### config.mk
export PLATFORM = sky130hd
export DESIGN_NAME = des_key_sched_dec
export DESIGN_NICKNAME = d
export VERILOG_FILES = /design/src/rtl/des_key_sched_dec.sv
export SDC_FILE = /design/constraint.sdc
export NUM_CORES = 1
export LEC_CHECK = 0
export CAP_MARGIN = 20
export CORE_MARGIN = 10
export CORE_UTILIZATION = 50
export DETAILED_ROUTE_END_ITERATION = 16
export HOLD_SLACK_MARGIN = 0.15
export PLACE_DENSITY = 0.88
export SYNTH_ARGS = -nofsm -noshare
export SYNTH_HDL_FRONTEND = slang
export SYNTH_SLANG_ARGS = --single-unit
### constraint.sdc
create_clock -name clk -period 6.7 [get_ports clk]
set_clock_uncertainty 0.2 [all_clocks]
set_input_delay 1.675 -clock clk [delete_from_list [all_inputs] [get_ports clk]]
set_output_delay 1.675 -clock clk [all_outputs]
set_load 0.01 [all_outputs]
### src/rtl/des_key_sched_dec.sv
// DES decryption key scheduler: emits K16..K1 one per handshake by right-rotating
// the PC-1 halves, so only the current C/D pair is stored.
module des_key_sched_dec #(
  parameter int unsigned NUM_ROUNDS = 16
) (
  input  logic        clk,
  input  logic        n_rst,
  input  logic        load,
  input  logic [63:0] key_in,
  input  logic        advance,
  output logic [47:0] subkey,
  output logic        subkey_valid,
  output logic [3:0]  round,
  output logic        busy,
  output logic        done
);

  typedef enum logic {IDLE, ACTIVE} state_t;

  // Tables hold DES bit numbers (1 = MSB) so they read like the standard.
  localparam int unsigned PC1_TAB [56] = '{
    57, 49, 41, 33, 25, 17,  9,  1, 58, 50, 42, 34, 26, 18,
    10,  2, 59, 51, 43, 35, 27, 19, 11,  3, 60, 52, 44, 36,
    63, 55, 47, 39, 31, 23, 15,  7, 62, 54, 46, 38, 30, 22,
    14,  6, 61, 53, 45, 37, 29, 21, 13,  5, 28, 20, 12,  4
  };

  localparam int unsigned PC2_TAB [48] = '{
    14, 17, 11, 24,  1,  5,  3, 28, 15,  6, 21, 10,
    23, 19, 12,  4, 26,  8, 16,  7, 27, 20, 13,  2,
    41, 52, 31, 37, 47, 55, 30, 40, 51, 45, 33, 48,
    44, 49, 39, 56, 34, 53, 46, 42, 50, 36, 29, 32
  };

  function automatic logic [55:0] pc1(input logic [63:0] k);
    logic [55:0] r;
    logic [5:0]  idx;
    r = '0;
    for (int unsigned i = 0; i < 56; i++) begin
      idx = 6'(64 - PC1_TAB[i]);
      r   = {r[54:0], k[idx]};
    end
    return r;
  endfunction

  function automatic logic [47:0] pc2(input logic [55:0] cd);
    logic [47:0] r;
    logic [5:0]  idx;
    r = '0;
    for (int unsigned i = 0; i < 48; i++) begin
      idx = 6'(56 - PC2_TAB[i]);
      r   = {r[46:0], cd[idx]};
    end
    return r;
  endfunction

  function automatic logic [27:0] rotr(input logic [27:0] h, input logic one);
    return one ? {h[0], h[27:1]} : {h[1:0], h[27:2]};
  endfunction

  state_t      state_q, state_d;
  logic [27:0] c_q, c_d, d_q, d_d;
  logic [47:0] subkey_q, subkey_d;
  logic [3:0]  round_q, round_d;
  logic        valid_q, valid_d, busy_q, busy_d, done_q, done_d;
  logic [55:0] cd_load;
  logic [27:0] c_rot, d_rot;
  logic        shift_one;

  always_comb begin
    state_d  = state_q;
    c_d      = c_q;
    d_d      = d_q;
    subkey_d = subkey_q;
    round_d  = round_q;
    valid_d  = valid_q;
    busy_d   = busy_q;
    done_d   = 1'b0;

    cd_load   = pc1(key_in);
    // Handshake at round r rotates by SHIFT(r+1); single steps fall at r = 15, 8, 1.
    shift_one = (round_q == 4'd15) || (round_q == 4'd8) || (round_q == 4'd1);
    c_rot     = rotr(c_q, shift_one);
    d_rot     = rotr(d_q, shift_one);

    if (load) begin
      state_d  = ACTIVE;
      c_d      = cd_load[55:28];
      d_d      = cd_load[27:0];
      subkey_d = pc2(cd_load);
      round_d  = 4'(NUM_ROUNDS - 1);
      valid_d  = 1'b1;
      busy_d   = 1'b1;
    end else if (state_q == ACTIVE && valid_q && advance) begin
      if (round_q != 4'd0) begin
        c_d      = c_rot;
        d_d      = d_rot;
        subkey_d = pc2({c_rot, d_rot});
        round_d  = round_q - 4'd1;
      end else begin
        state_d = IDLE;
        valid_d = 1'b0;
        busy_d  = 1'b0;
        done_d  = 1'b1;
      end
    end
  end

  always_ff @(posedge clk or negedge n_rst) begin
    if (!n_rst) begin
      state_q  <= IDLE;
      c_q      <= '0;
      d_q      <= '0;
      subkey_q <= '0;
      round_q  <= '0;
      valid_q  <= 1'b0;
      busy_q   <= 1'b0;
      done_q   <= 1'b0;
    end else begin
      state_q  <= state_d;
      c_q      <= c_d;
      d_q      <= d_d;
      subkey_q <= subkey_d;
      round_q  <= round_d;
      valid_q  <= valid_d;
      busy_q   <= busy_d;
      done_q   <= done_d;
    end
  end

  assign subkey       = subkey_q;
  assign subkey_valid = valid_q;
  assign round        = round_q;
  assign busy         = busy_q;
  assign done         = done_q;

endmodule

==> results.py <==
metrics = {
    "power": {
        "ir_drop_v": 0.000126,
        "p_per_area_nw_per_um2": 226,
        "total_leakage_power_nw": 2.66,
    },
    "logic_synthesis": {
        "yosysUniqueCellTypes": 28,
        "synth_nets": 649,
        "yosys_warnings": 0,
        "synth_cells": 578,
        "avgSynthCellArea_um2": 8.79,
        "ys_seq_elements": 62,
        "syn_area_um2": 5080,
        "yosysSeqAreaShare_pct": 30.5,
    },
    "cells_and_area": {
        "drive_gt1_share_pct": 12.2,
        "final_cell_count_no_fill": 748,
        "fillers": 867,
        "synthToLayoutAreaGrowth_pct": 18.6,
        "n_antenna_cell": 0,
        "nets": 681,
    },
    "route": {
        "via_count": 4298,
        "drc": 0,
        "ant_nets": 0,
        "dr.pass1.iters": 4,
        "vias_per_cell": 5.75,
        "wl_um": 13100,
        "wl_per_cell_um": 17.5,
        "drt_iter0_drc": 382,
    },
    "worst_setup_path": {
        "critical_path_class": "reg2out",
        "worstPathArrival_ps": 2000,
        "crit_chain": "buf_16 -> clkdlybuf4s50_1",
        "max_stage_delay_ps": 700,
        "cp-start-kind": "register",
        "cp-end-kind": "output port",
        "cp_slowest_cell": "dfrtp_4",
        "cp_max_fo": 78,
        "required_ps": 4830,
    },
    "run_status": {
        "status": "finished, final reports clean",
    },
    "place": {
        "dp.cells": 731,
        "post-dp-hpwl_um": 8660,
        "gp_congestion": 0.783,
        "port_buffers": 114,
    },
    "sta": {
        "rsz0062_at_grt": "false",
        "slew_headroom_pct": 32.8,
        "tns_ps": 0,
        "fmax_mhz": 258,
        "setup_viol": 0,
        "fin_crit_ps": 3870,
        "hold_viol": 0,
        "worst_pin_slew_ps": 1010,
        "drv_slew": 0,
        "period_share_pct": 57.8,
    },
    "clocking": {
        "cts.sinks": 62,
        "postCtsHoldBufs": 0,
        "cts-root-buf": "clkbuf_8",
        "clkLatencyLatePin_ps": 340,
        "postCtsSetupRepairBufs": 0,
        "htreeDepth": 3,
        "clk_pin_slew_ps": 70,
        "cts_buffer_depth": 2,
        "numCtsBuffers": 9,
        "cts-resized-gates": 0,
        "tritoncts": "done",
    },
    "global_route": {
        "grt_use_total_pct": 17.6,
        "antenna_found_initial": 0,
        "grt-ovfl-total": 0,
        "met2_usage_pct": 30.8,
        "first_global_vias": 4490,
        "grt_busiest_layer": "met2",
        "grt_first_pass_wirelength_um": 21600,
        "met3_usage_pct": 4.28,
        "grt_use_met1_pct": 20.6,
        "grt_max_degree": 118,
    },
    "die": {
        "rows": 36,
        "io_pins": 123,
        "start_util_pct": 51.7,
        "die_h_um": 121,
        "core_um2": 9820,
        "die-area_um2": 14600,
        "die_w_um": 121,
    },
    "flow_run": {
        "maxCapViolCount": 0,
    },
    "min_path": {
        "hold_path_class": "reg2reg",
    },
}
[where the power goes]
| group | total, mW | switching [mW] | internal (mW) |
|---|---|---|---|
| combinational | 0.452 | 0.197 | 0.255 |
| clock | 0.391 | 0.151 | 0.240 |
| sequential | 0.516 | 0.0818 | 0.434 |
| total | 1.36 | 0.429 | 0.929 |
[cells by family (layout without fill, tap and decap cells)]
group | count (synthesis) | in the layout | share of synthesized area [%]
adder cells (fa/ha/maj) | 3 | 3 | 0.739
buffers and inverters | 101 | 138 | 13.3
multiplexers | 113 | 113 | 23.7
XOR/XNOR | 1 | 1 | 0.172
flip-flops | 62 | 62 | 30.5
AO/OA/AOI/OAI | 174 | 174 | 21.9
AND/OR/NAND/NOR | 124 | 124 | 9.61
[through the flow]
stage / instance area [µm²] / power, mW / hold slack, ps / worst slack, ps / util [%]
floorplan: 5080 / 0.852 / 336 / 3790 / -
global placement: 5760 / 0.958 / 353 / 2740 / 58.7
detailed placement: 5760 / 0.978 / 378 / 2680 / 58.7
CTS: 5990 / 1.37 / 393 / 2540 / 61.0
global route: 6020 / 1.44 / 403 / 2740 / 61.3
finish: 6020 / 1.36 / 384 / 2830 / 61.3
[critical path, delay by kind of cell, from the launching register on]
family                 cells  cell delay (ps)
buffers and inverters      2              940
flip-flops                 1              700
[sequential cells by signal (all words and copies together), names as in the netlist]
register,count
c_q,27
d_q,27
done,1
busy,1
subkey,2
round,4
[final cells by class]
| class | count | area [µm²] | area share, % |
|---|---|---|---|
| clock buffers | 13 | 169 | 2.81 |
| inverters | 2 | 7.51 | 0.125 |
| repair buffers | 120 | 1200 | 19.9 |
| clock inverters | 3 | 65.1 | 1.08 |
| flip-flops and latches | 62 | 1560 | 25.8 |
| multi-input cells | 415 | 2860 | 47.5 |
| well taps | 133 | 166 | 2.76 |
[placed cells by master, fill, tap and decap left out, drive strengths merged, types with 2 or more instances in the layout]
cell / instances
nor3: 2
clkdlybuf4s50: 112
clkbuf: 13
buf: 8
mux2: 57
a211o: 58
bufinv: 2
a21oi: 113
mux2i: 56
ha: 3
dfrtp: 62
nor2: 115
inv: 2
[routing by layer]
layer	vias up	wire length [µm]	share of wire, %
li1	2076	-	-
met1	2103	5590	43
met2	107	6600	50
met3	12	722	5.5
met4	0	159	1.2
met5	-	0	0
[final timing paths]
path	from	end	slack (ps)	cells after the start
worst max-delay path	round[3]$_DFFE_PN0P_	round[3]	2830	2
worst min-delay path	round[1]$_DFFE_PN0P_	round[1]$_DFFE_PN0P_	380	1
worst max register to register	round[3]$_DFFE_PN0P_	d_q[5]$_DFFE_PN0P_	3460	6
worst min register to register	round[1]$_DFFE_PN0P_	round[1]$_DFFE_PN0P_	380	1
max in group asynchronous	n_rst	round[3]$_DFFE_PN0P_	4360	2
min in group asynchronous	n_rst	d_q[16]$_DFFE_PN0P_	1320	2
[synthesized netlist by cell type (all sizes together)]
master	n	area, µm²
ha	3	37.5
a21oi	113	566
or3b	1	11.3
inv	2	7.51
nor3b	1	7.51
a31oi	1	21.3
clkbuf	27	101
mux2	57	646
buf	72	567
a31o	1	8.76
xnor2	1	8.76
nand2b	1	6.26
dfrtp	62	1550
nand2	1	3.75
mux2i	56	561
nor2	115	432
o21bai	1	7.51
a211o	58	508
and3	1	6.26
nand3	1	5.00
nor3	2	10.0
nor2b	1	6.26
Power figures use the tool's default switching activity.
